--- src/rtl/seq_divider32_if.sv ---
// Divider request/response bundle between the control unit (master) and seq_divider32 (slave).
// unsignedOp exists only when SEQ_DIV_UNSIGNED_EN is defined.
interface seq_divider32_if #(
  parameter int WIDTH = 32
);
  logic             start;
  logic [WIDTH-1:0] A;
  logic [WIDTH-1:0] B;
`ifdef SEQ_DIV_UNSIGNED_EN
  logic             unsignedOp;
`endif
  logic             busy;
  logic             done;
  logic             divByZero;
  logic [WIDTH-1:0] zlowOut;
  logic [WIDTH-1:0] zhighOut;

`ifdef SEQ_DIV_UNSIGNED_EN
  modport master (output start, A, B, unsignedOp,
                  input  busy, done, divByZero, zlowOut, zhighOut);
  modport slave  (input  start, A, B, unsignedOp,
                  output busy, done, divByZero, zlowOut, zhighOut);
`else
  modport master (output start, A, B,
                  input  busy, done, divByZero, zlowOut, zhighOut);
  modport slave  (input  start, A, B,
                  output busy, done, divByZero, zlowOut, zhighOut);
`endif
endinterface

--- src/rtl/seq_divider32.sv ---
// Multi-cycle restoring divider: one quotient bit per clock, quotient on zlowOut, remainder on zhighOut.
// Optional unsigned mode via macro SEQ_DIV_UNSIGNED_EN (adds unsignedOp to the interface).
module seq_divider32 #(
  parameter int WIDTH = 32
) (
  input logic             clock,
  input logic             clear,
  seq_divider32_if.slave  bus
);
  localparam int CW = $clog2(WIDTH);

  localparam logic [1:0] IDLE = 2'd0;
  localparam logic [1:0] RUN  = 2'd1;
  localparam logic [1:0] FIX  = 2'd2;

  logic [1:0]       stateReg;
  logic [CW-1:0]    countReg;
  logic [WIDTH-1:0] remReg;
  logic [WIDTH-1:0] quoReg;
  logic [WIDTH-1:0] divisorReg;
  logic             negQuoReg;
  logic             negRemReg;
  logic             zeroReg;
  logic             busyReg;
  logic             doneReg;
  logic             divByZeroReg;
  logic [WIDTH-1:0] zlowReg;
  logic [WIDTH-1:0] zhighReg;

  logic             opSigned;
  logic             signA;
  logic             signB;
  logic [WIDTH-1:0] absA;
  logic [WIDTH-1:0] absB;
  logic [WIDTH:0]   shifted;
  logic [WIDTH:0]   trial;

  always_comb begin
`ifdef SEQ_DIV_UNSIGNED_EN
    opSigned = !bus.unsignedOp;
`else
    opSigned = 1'b1;
`endif
    signA = opSigned & bus.A[WIDTH-1];
    signB = opSigned & bus.B[WIDTH-1];
    // -2^(WIDTH-1) negates to itself, which is the correct unsigned magnitude
    absA  = signA ? -bus.A : bus.A;
    absB  = signB ? -bus.B : bus.B;
    // WIDTH+1-bit partial remainder; its MSB after subtraction is the restore decision
    shifted = {remReg, quoReg[WIDTH-1]};
    trial   = shifted - {1'b0, divisorReg};
  end

  always_ff @(posedge clock or posedge clear) begin
    if (clear) begin
      stateReg     <= IDLE;
      countReg     <= '0;
      remReg       <= '0;
      quoReg       <= '0;
      divisorReg   <= '0;
      negQuoReg    <= 1'b0;
      negRemReg    <= 1'b0;
      zeroReg      <= 1'b0;
      busyReg      <= 1'b0;
      doneReg      <= 1'b0;
      divByZeroReg <= 1'b0;
      zlowReg      <= '0;
      zhighReg     <= '0;
    end else begin
      doneReg <= 1'b0;
      case (stateReg)
        IDLE: begin
          if (bus.start) begin
            busyReg      <= 1'b1;
            divByZeroReg <= 1'b0;
            quoReg       <= absA;
            divisorReg   <= absB;
            remReg       <= '0;
            negQuoReg    <= signA ^ signB;
            negRemReg    <= signA;
            zeroReg      <= (bus.B == '0);
            countReg     <= CW'(WIDTH - 1);
            stateReg     <= (bus.B == '0) ? FIX : RUN;
          end
        end
        RUN: begin
          if (trial[WIDTH]) begin
            remReg <= shifted[WIDTH-1:0];
            quoReg <= {quoReg[WIDTH-2:0], 1'b0};
          end else begin
            remReg <= trial[WIDTH-1:0];
            quoReg <= {quoReg[WIDTH-2:0], 1'b1};
          end
          countReg <= countReg - 1'b1;
          if (countReg == '0)
            stateReg <= FIX;
        end
        FIX: begin
          // On divide-by-zero quoReg still holds |A|, so re-signing it restores A
          if (zeroReg) begin
            zlowReg      <= '1;
            zhighReg     <= negRemReg ? -quoReg : quoReg;
            divByZeroReg <= 1'b1;
          end else begin
            zlowReg  <= negQuoReg ? -quoReg : quoReg;
            zhighReg <= negRemReg ? -remReg : remReg;
          end
          doneReg  <= 1'b1;
          busyReg  <= 1'b0;
          stateReg <= IDLE;
        end
        default: begin
          busyReg  <= 1'b0;
          stateReg <= IDLE;
        end
      endcase
    end
  end

  assign bus.busy      = busyReg;
  assign bus.done      = doneReg;
  assign bus.divByZero = divByZeroReg;
  assign bus.zlowOut   = zlowReg;
  assign bus.zhighOut  = zhighReg;
endmodule

--- src/flat_wrapper.sv ---
// flat-port wrapper written by rule: the top's interface ports become plain ports
module seq_divider32_flat 
#(
  parameter int WIDTH = 32
)
  (clock, clear, bus_start, bus_A, bus_B, bus_busy, bus_done, bus_divByZero, bus_zlowOut, bus_zhighOut);
  seq_divider32_if #(.WIDTH(WIDTH)) bus_i ();
  input logic clock;
  input logic clear;
  input wire logic [$bits(bus_i.start)-1:0] bus_start;
  input wire logic [$bits(bus_i.A)-1:0] bus_A;
  input wire logic [$bits(bus_i.B)-1:0] bus_B;
  output wire logic [$bits(bus_i.busy)-1:0] bus_busy;
  output wire logic [$bits(bus_i.done)-1:0] bus_done;
  output wire logic [$bits(bus_i.divByZero)-1:0] bus_divByZero;
  output wire logic [$bits(bus_i.zlowOut)-1:0] bus_zlowOut;
  output wire logic [$bits(bus_i.zhighOut)-1:0] bus_zhighOut;
  assign bus_i.start = bus_start;
  assign bus_i.A = bus_A;
  assign bus_i.B = bus_B;
  assign bus_busy = bus_i.busy;
  assign bus_done = bus_i.done;
  assign bus_divByZero = bus_i.divByZero;
  assign bus_zlowOut = bus_i.zlowOut;
  assign bus_zhighOut = bus_i.zhighOut;
  seq_divider32 #(.WIDTH(WIDTH)) u_core (.clock(clock), .clear(clear), .bus(bus_i));
endmodule
--- config.mk ---
export PLATFORM = sky130hd
export DESIGN_NAME = seq_divider32_flat
export DESIGN_NICKNAME = d
export VERILOG_FILES = /design/src/rtl/seq_divider32_if.sv /design/src/rtl/seq_divider32.sv /design/src/flat_wrapper.sv
export SDC_FILE = /design/constraint.sdc
export NUM_CORES = 1
export LEC_CHECK = 0
export CAP_MARGIN = 20
export CORE_MARGIN = 8
export CORE_UTILIZATION = 35
export DETAILED_ROUTE_END_ITERATION = 10
export MAX_ROUTING_LAYER = met4
export SYNTH_ARGS = -nofsm -noshare
export SYNTH_HDL_FRONTEND = slang
export SYNTH_SLANG_ARGS = --single-unit
--- constraint.sdc ---
create_clock -name clock -period 18.1 [get_ports clock]
set_input_delay 5.43 -clock clock [delete_from_list [all_inputs] [get_ports clock]]
set_output_delay 5.43 -clock clock [all_outputs]
set_load 0.005 [all_outputs]
==> reports/qor.txt, run 1 <==
H-tree Lvls = 4
Clock power share = 14.1%
Post-Syn Area = 12100 µm²
Switching Share = 47.5%
Initial DRC count = 1006
Number of flops mapped to enable cells by yosys = 0
Busiest layer in global routing = met2
Hold WC Path Type = flop to flop
Setup TNS = 0 ps
CP top delay family = simple AND/OR/NAND/NOR gates
Initial Util = 35.3%
Met1 Use GR = 25.3%
Crit-path slowest cell = or4_1
CP required = 18390 ps
Synth-to-layout area growth = 18.8%
Number of global-route vias before repair = 10700
Ys Warns = 0
Hold wc startpoint = u_core.divisorReg[26]
IO buf count = 133
Status = finished, final reports clean
CP Data Arrival Time = 8720 ps
Most numerous cell in the Yosys netlist = nand2_1
Synth area leader = dfrtp_1
Sequential fraction of the synthesis area = 35.7%
Ratio of cells with drive above 1 in the final layout = 5.37%
CP Cell Sequence = clkdlybuf4s50_1, or4_1, nor4_1, or3b_1, or3_1, or4_1, o41ai_2, xor2_1, o21ai_0
CTS tree = done
Vias per inst = 5.53
WP buf/inv = 1
TritonRoute pass-1 iters = 6
Total GRT Usage = 18.2%
CTS max path bufs = 2
Async SR Flop Fraction = 100%
Grt met2 use = 26.6%
R2R Setup Slk = 13910 ps
R2r worst-path depth = 11
Pin count of the biggest net entering global routing = 81
Initial antenna violation count = 0
Post-route ant nets = 0
CTS Hold Bufs = 0
Die X = 202 µm
Top cells by count, synth = nand2_1 (210), dfrtp_1 (173), o21ai_0 (135)
DRC Markers = 0
Critical Path End Type = flop
Worst rel slew slack = 28.7%
Final setup fails = 0
Ys flop type = dfrtp_1
First-pass GRT wire length = 59.2 mm
Pint = 0.00146 W
Hold slack = 479 ps
Mapped Cells = 1472
Chip Height = 202 µm
Resized cells post-CTS = 0
Antenna cells = 0
Top post-synthesis cells by area = dfrtp_1 (36%), xor2_1 (7.2%), nand2_1 (6.5%)
Max-cap violations = 0
Synthesized area per cell = 8.25 µm²
Placer congestion estimate = 0.911
Sw Pwr = 0.00132 W
Fin crit share = 46.6%
Clk_lat worst skew = 440 ps
CTS Sinks = 173
IR drop worst, VDD = 97.0 µV
CP Launch Type = primary input
Worst Hold Path EP = u_core.divisorReg[26]
Clk pin slew, worst setup/hold paths = 80 ps
Row cnt = 68
Placed Cells = 1966
RSZ-0062 raised after global routing = no
Hold Crit Depth = 2
Gate power share = 57.1%
Most used cell, CP = or4_1
Non-filler cells, final = 2001
Total Wirelength = 36.8 mm
Yosys reg bits = 173
Clock skew = 10.4 ps
Utilization after layout = 42.0%
Reg power frac = 28.8%
Met3 Usage GRT = 2.99%
Root buffer cell = clkbuf_16
Share of the synthesized area in the top cell type = 35.7%
Leak = 5.71 nW
R2r endpoint = u_core.remReg[6]
DIE AREA = 40900 µm²
DR WL/cell = 18.4 µm
I/O Pins = 134
Pwr dens = 193 nW/µm²
Dpl hpwl = 27.2 mm
Total CTS buffers = 17
Slew of the pin with the lowest slew margin = 1070 ps
Synth unique cells = 68
Max Freq = 119 MHz
Final Max Slew Viols = 0
Synthesized Nets = 1578
GRT overflow = 0
Final min period = 8430 ps
Net count, final = 1639
Crit path kind = primary input to flop
Reg2Reg Launch Point = u_core.quoReg[31]
Crit Path Max Fanout = 4
Core area = 34400 µm²
Via count = 11100
Post-CTS Setup Bufs = 0
Final hold violations = 0
Critical path's largest stage delay = 600 ps
cell usage in the layout, fill, tap and decap left out, types with 13 or more instances in the layout:
cell               n
a21o_1            14
a21oi_1          107
clkbuf_16         17
clkdlybuf4s50_1  133
dfrtp_1          172
ha_1              38
inv_1             53
nand2_1          209
nand3_1           23
nand4_1           15
nor2_1            64
nor4_1            13
o211ai_1          32
o21ai_0          134
o22ai_1           53
o311ai_0          15
o31ai_1           38
or2_2             14
or3_1             32
or4_1             19
xnor2_1           67
xor2_1           100
state kept, by name, summed over array words and instances (netlist names), 2 cells and up:
register	flops
u_core.bus.zlowOut	32
u_core.bus.zhighOut	32
u_core.stateReg	2
u_core.quoReg	32
u_core.remReg	32
u_core.divisorReg	32
u_core.countReg	5
power by group through the flow:
stage          logic, W  registers [W]  clock network [W]
5_1_grt         0.00178       0.000830           0.000414
3_3_place_gp    0.00157       0.000801                  0
2_1_floorplan   0.00117       0.000676                  0
6_report        0.00159       0.000802           0.000392
4_1_cts         0.00159       0.000798           0.000397
3_5_place_dp    0.00158       0.000806                  0
how the worst max path moves through the flow:
stage / start / depth (start not counted) / endpoint
after floorplan: clear / 1 / u_core.bus.busy
after global placement: bus_B[8] / 9 / u_core.divisorReg[29]
after detailed placement: bus_B[9] / 9 / u_core.divisorReg[29]
after CTS: bus_start / 5 / u_core.divisorReg[31]
after global routing: bus_B[8] / 9 / u_core.divisorReg[29]
final: bus_B[8] / 9 / u_core.divisorReg[29]
through the flow:
stage	power, W	instance area, µm²	worst slack, ps
2_1_floorplan	0.00185	12100	7980
3_3_place_gp	0.00237	13700	9220
3_5_place_dp	0.00238	13700	9200
4_1_cts	0.00278	14400	9640
5_1_grt	0.00302	14400	9400
6_report	0.00278	14400	9670
worst min-delay path, delay by kind of cell (launching register included):
family          cells  cell delay, ps
flops               1             340
simple gates        1              50
compound gates      1              60
final cells by class:
type	count	area [µm²]
fill	3409	20000
multi-input combinational	1139	7220
sequential	173	4330
timing repair buffer	147	1470
tap	455	569
clock buffer	17	425
inverter	55	211
clock inverter	15	188
per-layer routing:
layer / routed length [µm] / up-vias
li1: - / 5427
met1: 17900 / 5293
met2: 16200 / 295
met3: 1710 / 50
met4: 982 / 0
met5: 0 / -
cells by family (layout without fill, tap and decap cells):
kind of cell | count (synthesis) | count (layout) | share of synthesized area [%]
AO/OA/AOI/OAI | 466 | 466 | 24.2
multiplexers | 9 | 9 | 0.856
flip-flops | 173 | 173 | 35.7
AND/OR/NAND/NOR | 458 | 458 | 18.2
adder cells (fa/ha/maj) | 39 | 39 | 4.08
buffers and inverters | 160 | 234 | 4.95
XOR/XNOR | 167 | 167 | 12.1
(Power assumes the default switching activity.)
==> inputs of run 2 (changes only) <==
Clock period 18.1 ns to 7.9 ns, I/O delays scaled along.
==> run 2 against run 1 <==
Compared with the run above:
- global-route usage up 0.088 points
- sequential share of layout area about the same
- clock skew up 1.1 ps
- die area unchanged
- critical path depth unchanged
- total power up 130%
- design area about the same
- final cell count about the same
==> reports/qor.txt, run 2 (same netlist as run 1, synthesis figures left out) <==
Status = finished, final reports clean
CP required = 8210 ps (-10180 ps)
DIE AREA = 40900 µm² (unchanged)
DRC Markers = 0 (unchanged)
CP Data Arrival Time = 5660 ps (-3060 ps)
Core area = 34400 µm² (unchanged)
Critical path's largest stage delay = 600 ps (about the same)
Clk_lat worst skew = 450 ps (about the same)
Crit-path slowest cell = or4_1
Final min period = 5350 ps
Slew of the pin with the lowest slew margin = 1110 ps (+37.8 ps)
R2R Setup Slk = 3730 ps (-10180 ps)
Most frequent cells in the layout = nand2_1 (209), dfrtp_1 (172), o21ai_0 (134), clkdlybuf4s50_1 (133), a21oi_1 (107)
Max Freq = 187 MHz
Vias per inst = 5.57 (+0.70%)
Switching Share = 48.2% (+0.70 points)
Final worst slack = 2550 ps (-7120 ps)
Initial antenna violation count = 0 (unchanged)
CP Cell Sequence = clkdlybuf4s50_1, or4_1, nor4_1, or3b_1, or3_1, or4_1, o41ai_2, xor2_1, o21ai_0
Crit Path Max Fanout = 4 (unchanged)
Clk pin slew, worst setup/hold paths = 80 ps (about the same)
Number of global-route vias before repair = 10500 (-2.1%)
IR drop worst, VDD = 185 µV (+91%)
Post-route ant nets = 0 (unchanged)
Commonest non-fill, non-tap cell in the layout = nand2_1
CTS max path bufs = 2 (unchanged)
CTS Hold Bufs = 0 (unchanged)
Row cnt = 68 (unchanged)
Root buffer cell = clkbuf_16
CP top delay family = simple AND/OR/NAND/NOR gates
Setup TNS = 0 ps (unchanged)
Post-CTS Setup Bufs = 0 (unchanged)
Final Max Slew Viols = 0 (unchanged)
Sw Pwr = 0.00307 W (+130%)
Dpl hpwl = 27.3 mm (+0.60%)
Placer congestion estimate = 0.915 (+0.48%)
Max-cap violations = 0 (unchanged)
Net count, final = 1640 (+0.061%)
Total Wirelength = 37.1 mm (+0.93%)
Most used cell, CP = or4_1
Pint = 0.00330 W (+130%)
Initial Util = 35.3% (unchanged)
Total GRT Usage = 18.3% (+0.088 points)
IO buf count = 133 (unchanged)
Clock power share = 13.5% (-0.6 points)
Clock skew = 11.5 ps (+1.12 ps)
CP Launch Type = primary input
CTS tree = done
Antenna cells = 0 (unchanged)
Ratio of cells with drive above 1 in the final layout = 5.43% (+0.061 points)
Setup WS pre-CTS = 2060 ps (-7140 ps)
Chip Height = 202 µm (unchanged)
Die X = 202 µm (unchanged)
GRT overflow = 0 (unchanged)
Gate power share = 58.2% (+1.1 points)
Via count = 11100 (+0.75%)
Reg power frac = 28.3% (-0.5 points)
Worst rel slew slack = 26.3% (-2.4 points)
CTS Sinks = 173 (unchanged)
First-pass GRT wire length = 59.4 mm (+0.41%)
H-tree Lvls = 4 (unchanged)
Crit path kind = primary input to flop
Critical Path End Type = flop
TritonRoute pass-1 iters = 6 (unchanged)
Synth-to-layout area growth = 18.8% (about the same)
I/O Pins = 134 (unchanged)
Hold slack = 479 ps (+0.710 ps)
DR WL/cell = 18.5 µm (+0.88%)
WP buf/inv = 1 (unchanged)
Final setup fails = 0 (unchanged)
Fin crit share = 67.7%
Hold WC Path Type = flop to flop
Pin count of the biggest net entering global routing = 88 (+8.6%)
Initial DRC count = 787 (-22%)
Pwr dens = 441 nW/µm² (+130%)
Total CTS buffers = 17 (unchanged)
RSZ-0062 raised after global routing = no
Final hold violations = 0 (unchanged)
Leak = 5.71 nW (-0.15%)
Resized cells post-CTS = 0 (unchanged)
-- run 2: power by group through the flow --
stage,Clock (W),Combinational [W],Sequential (W)
CTS,0.000871,0.00367,0.00181
floorplan,0,0.00268,0.00155
detailed placement,0,0.00365,0.00183
global placement,0,0.00363,0.00181
global route,0.000906,0.00413,0.00186
finish,0.000859,0.00370,0.00180
-- run 2: cell type report --
cell class,instances,area [µm²]
clock buffer,17,425
clock inverter,15,153
fill,3490,19900
inverter,55,211
multi-input combinational,1139,7220
sequential,173,4330
tap,455,569
timing repair buffer,148,1510
-- run 2: per-layer routing --
layer	vias up	part of all wire, %	GRT usage (%)
met5	-	0	-
met4	0	2.1	4.90
met3	48	5.1	2.87
met2	316	44	26.6
met1	5352	49	26.1
li1	5432	-	-
-- run 2: worst reg2reg max path, stage by stage, from the launching register on --
cell,delay (ps)
dfrtp_1,360
inv_1,210
ha_1,250
fa_1,200
nor2b_1,80
o31ai_1,360
a31oi_1,290
o211ai_1,320
nand3_1,200
nand3_1,560
nand2_1,630
o311ai_0,570
-- run 2: final timing paths --
check	start	to	cells after the start
hold reg to reg	u_core.divisorReg[23]	u_core.divisorReg[23]	2
hold / removal	u_core.divisorReg[23]	u_core.divisorReg[23]	2
setup / recovery	bus_B[8]	u_core.divisorReg[29]	9
max in group asynchronous	clear	u_core.negRemReg	3
setup reg to reg	u_core.quoReg[31]	u_core.remReg[28]	11
min in group asynchronous	clear	u_core.bus.zhighOut[7]	2
-- run 2: per-stage QoR --
stage                     total power [W]  std cells  cell area [µm²]  util [%]
after floorplan                   0.00423       1472            12100         -
final                             0.00636       2002            14400      42.0
after global routing              0.00690       2002            14400      42.0
after CTS                         0.00635       1998            14300      41.7
after global placement            0.00544       1966            13700      40.0
after detailed placement          0.00548       1966            13700      40.0
==> inputs of run 3 (changes only) <==
Clock period 7.9 ns to 4.4 ns, I/O delays scaled along.
==> run 3 against run 2 <==
Compared with the run above:
- non-clock buffer count grew 37
- clock skew decreased by 1.1 ps
- register-to-register slack worse by 3100 ps
- via count increased by 0.31%
- critical path depth unchanged
- sequential power is 79% higher
- global-route usage is 0.25 points higher
- clock power is 85% higher
- sequential share of layout area shrank 0.55 points
- worst setup slack worse by 2300 ps
- die area unchanged
==> reports/qor.txt, run 3 (same netlist as run 1, synthesis figures left out) <==
Clk pin slew, worst setup/hold paths = 70 ps (about the same)
GRT overflow = 0 (unchanged)
Pwr dens = 788 nW/µm² (+79%)
Final hold violations = 0 (unchanged)
H-tree Lvls = 4 (unchanged)
Via count = 11200 (+0.31%)
Post-route ant nets = 0 (unchanged)
Leak = 5.89 nW (+3.2%)
Total Wirelength = 37.3 mm (+0.59%)
FF/Latch Area = 4330 µm² (unchanged)
Worst rel slew slack = 27.4% (+1.1 points)
Chip Height = 202 µm (unchanged)
CTS tree = done
Fillcell total = 3440 (-1.4%)
Clock skew = 10.4 ps (-1.13 ps)
Setup TNS = 0 ps (unchanged)
First-pass GRT wire length = 60.3 mm (+1.4%)
Core area = 34400 µm² (unchanged)
CTS max path bufs = 2 (unchanged)
Hold WC Path Type = flop to flop
TritonRoute pass-1 iters = 5 (-1)
Max Freq = 244 MHz
Critical path's largest stage delay = 520 ps (-80 ps)
Placer congestion estimate = 0.878 (-4.1%)
CP Cell Sequence = clkdlybuf4s50_1, or3_1, or4_1, or3b_1, or3_1, or4_1, o41ai_2, xor2_1, o21ai_0
Total CTS buffers = 17 (unchanged)
Vias per inst = 5.48 (-1.5%)
CTS Sinks = 173 (unchanged)
Antenna cells = 0 (unchanged)
Crit Path Max Fanout = 5 (+1)
Final min period = 4100 ps
Dpl hpwl = 28.1 mm (+2.8%)
Post-CTS Setup Bufs = 0 (unchanged)
Most frequent cells in the layout = nand2_1 (209), dfrtp_1 (172), o21ai_0 (134), clkdlybuf4s50_1 (133), a21oi_1 (107)
Crit path kind = primary input to flop
Max-cap violations = 0 (unchanged)
Number of global-route vias before repair = 10800 (+3.0%)
Pin count of the biggest net entering global routing = 78 (-11%)
Final setup fails = 0 (unchanged)
Row cnt = 68 (unchanged)
Ratio of cells with drive above 1 in the final layout = 7.64% (+2.2 points)
Final Max Slew Viols = 0 (unchanged)
Multi-input gate area = 7220 µm² (unchanged)
Setup WS pre-CTS = -197 ps (-2260 ps)
Status = finished, final reports clean
Slew of the pin with the lowest slew margin = 1090 ps (-17.3 ps)
Clk_lat worst skew = 450 ps (about the same)
Commonest non-fill, non-tap cell in the layout = nand2_1
IR drop worst, VDD = 346 µV (+87%)
IO buf count = 133 (unchanged)
DR WL/cell = 18.3 µm (-1.2%)
Total GRT Usage = 18.5% (+0.25 points)
CP Launch Type = primary input
Initial Util = 35.3% (unchanged)
CP required = 4720 ps (-3490 ps)
CTS Hold Bufs = 0 (unchanged)
I/O Pins = 134 (unchanged)
Root buffer cell = clkbuf_16
Initial DRC count = 724 (-8.0%)
DRC Markers = 0 (unchanged)
Synth-to-layout area growth = 21.1%
Final worst slack = 295 ps (-2260 ps)
CP Data Arrival Time = 4430 ps (-1230 ps)
Resized cells post-CTS = 0 (unchanged)
Fin crit share = 93.3%
RSZ-0062 raised after global routing = no
DIE AREA = 40900 µm² (unchanged)
Crit-path slowest cell = or4_1
Die X = 202 µm (unchanged)
Net count, final = 1677 (+2.3%)
Critical Path End Type = flop
Initial antenna violation count = 0 (unchanged)
==> run 3: worst paths after layout <==
kind | from | to | slack [ps] | cells past startpoint
max | bus_B[0] | u_core.divisorReg[29] | 300 | 9
min | u_core.divisorReg[18] | u_core.divisorReg[18] | 480 | 2
max reg2reg | u_core.remReg[0] | u_core.bus.zhighOut[30] | 610 | 10
min reg2reg | u_core.divisorReg[18] | u_core.divisorReg[18] | 480 | 2
max in group asynchronous | clear | u_core.countReg[4] | 2380 | 3
min in group asynchronous | clear | u_core.bus.zhighOut[11] | 1130 | 2
==> run 3: routing by layer <==
metal  part of all wire [%]  vias up  GRT usage (%)  wire (µm)
li1                       -     5506              -          -
met1                     49     5359           25.7      18400
met2                     44      278           27.8      16600
met3                    4.1       40           2.47       1520
met4                    2.2        0           5.85        819
met5                      0        -              -          0
==> run 3: area by class of cell <==
| class | count | area share, % |
|---|---|---|
| clock buffers | 17 | 2.90 |
| clock inverters | 15 | 1.19 |
| inverters | 55 | 1.43 |
| multi-input cells | 1139 | 49.2 |
| flip-flops and latches | 173 | 29.5 |
| well taps | 455 | 3.87 |
| repair buffers | 185 | 12.0 |
==> run 3: stage by stage <==
stage	hold WS (ps)	cell area [µm²]	utilization, %	instances	total power (W)
finish	476	14700	42.7	2039	0.0116
global route	500	14700	42.7	2039	0.0126
CTS	486	14700	42.7	2038	0.0116
detailed placement	468	14100	40.9	2006	0.00999
global placement	452	14100	40.9	2006	0.00990
floorplan	450	12100	-	1472	0.00760
==> run 3: worst max-delay path, delay by kind of cell <==
kind                      cells  cell delay (ps)
buffers and inverters         1              410
and+or+nand+nor               5             2210
AOI/OAI and AO/OA             2              330
xor gates and xnor gates      1              160
==> run 3: power breakdown <==
| group | switching (W) | internal (W) | leakage [nW] |
|---|---|---|---|
| logic | 0.00386 | 0.00291 | 3.53 |
| registers | 0.000919 | 0.00231 | 2.07 |
| clock network | 0.000727 | 0.000858 | 0.291 |
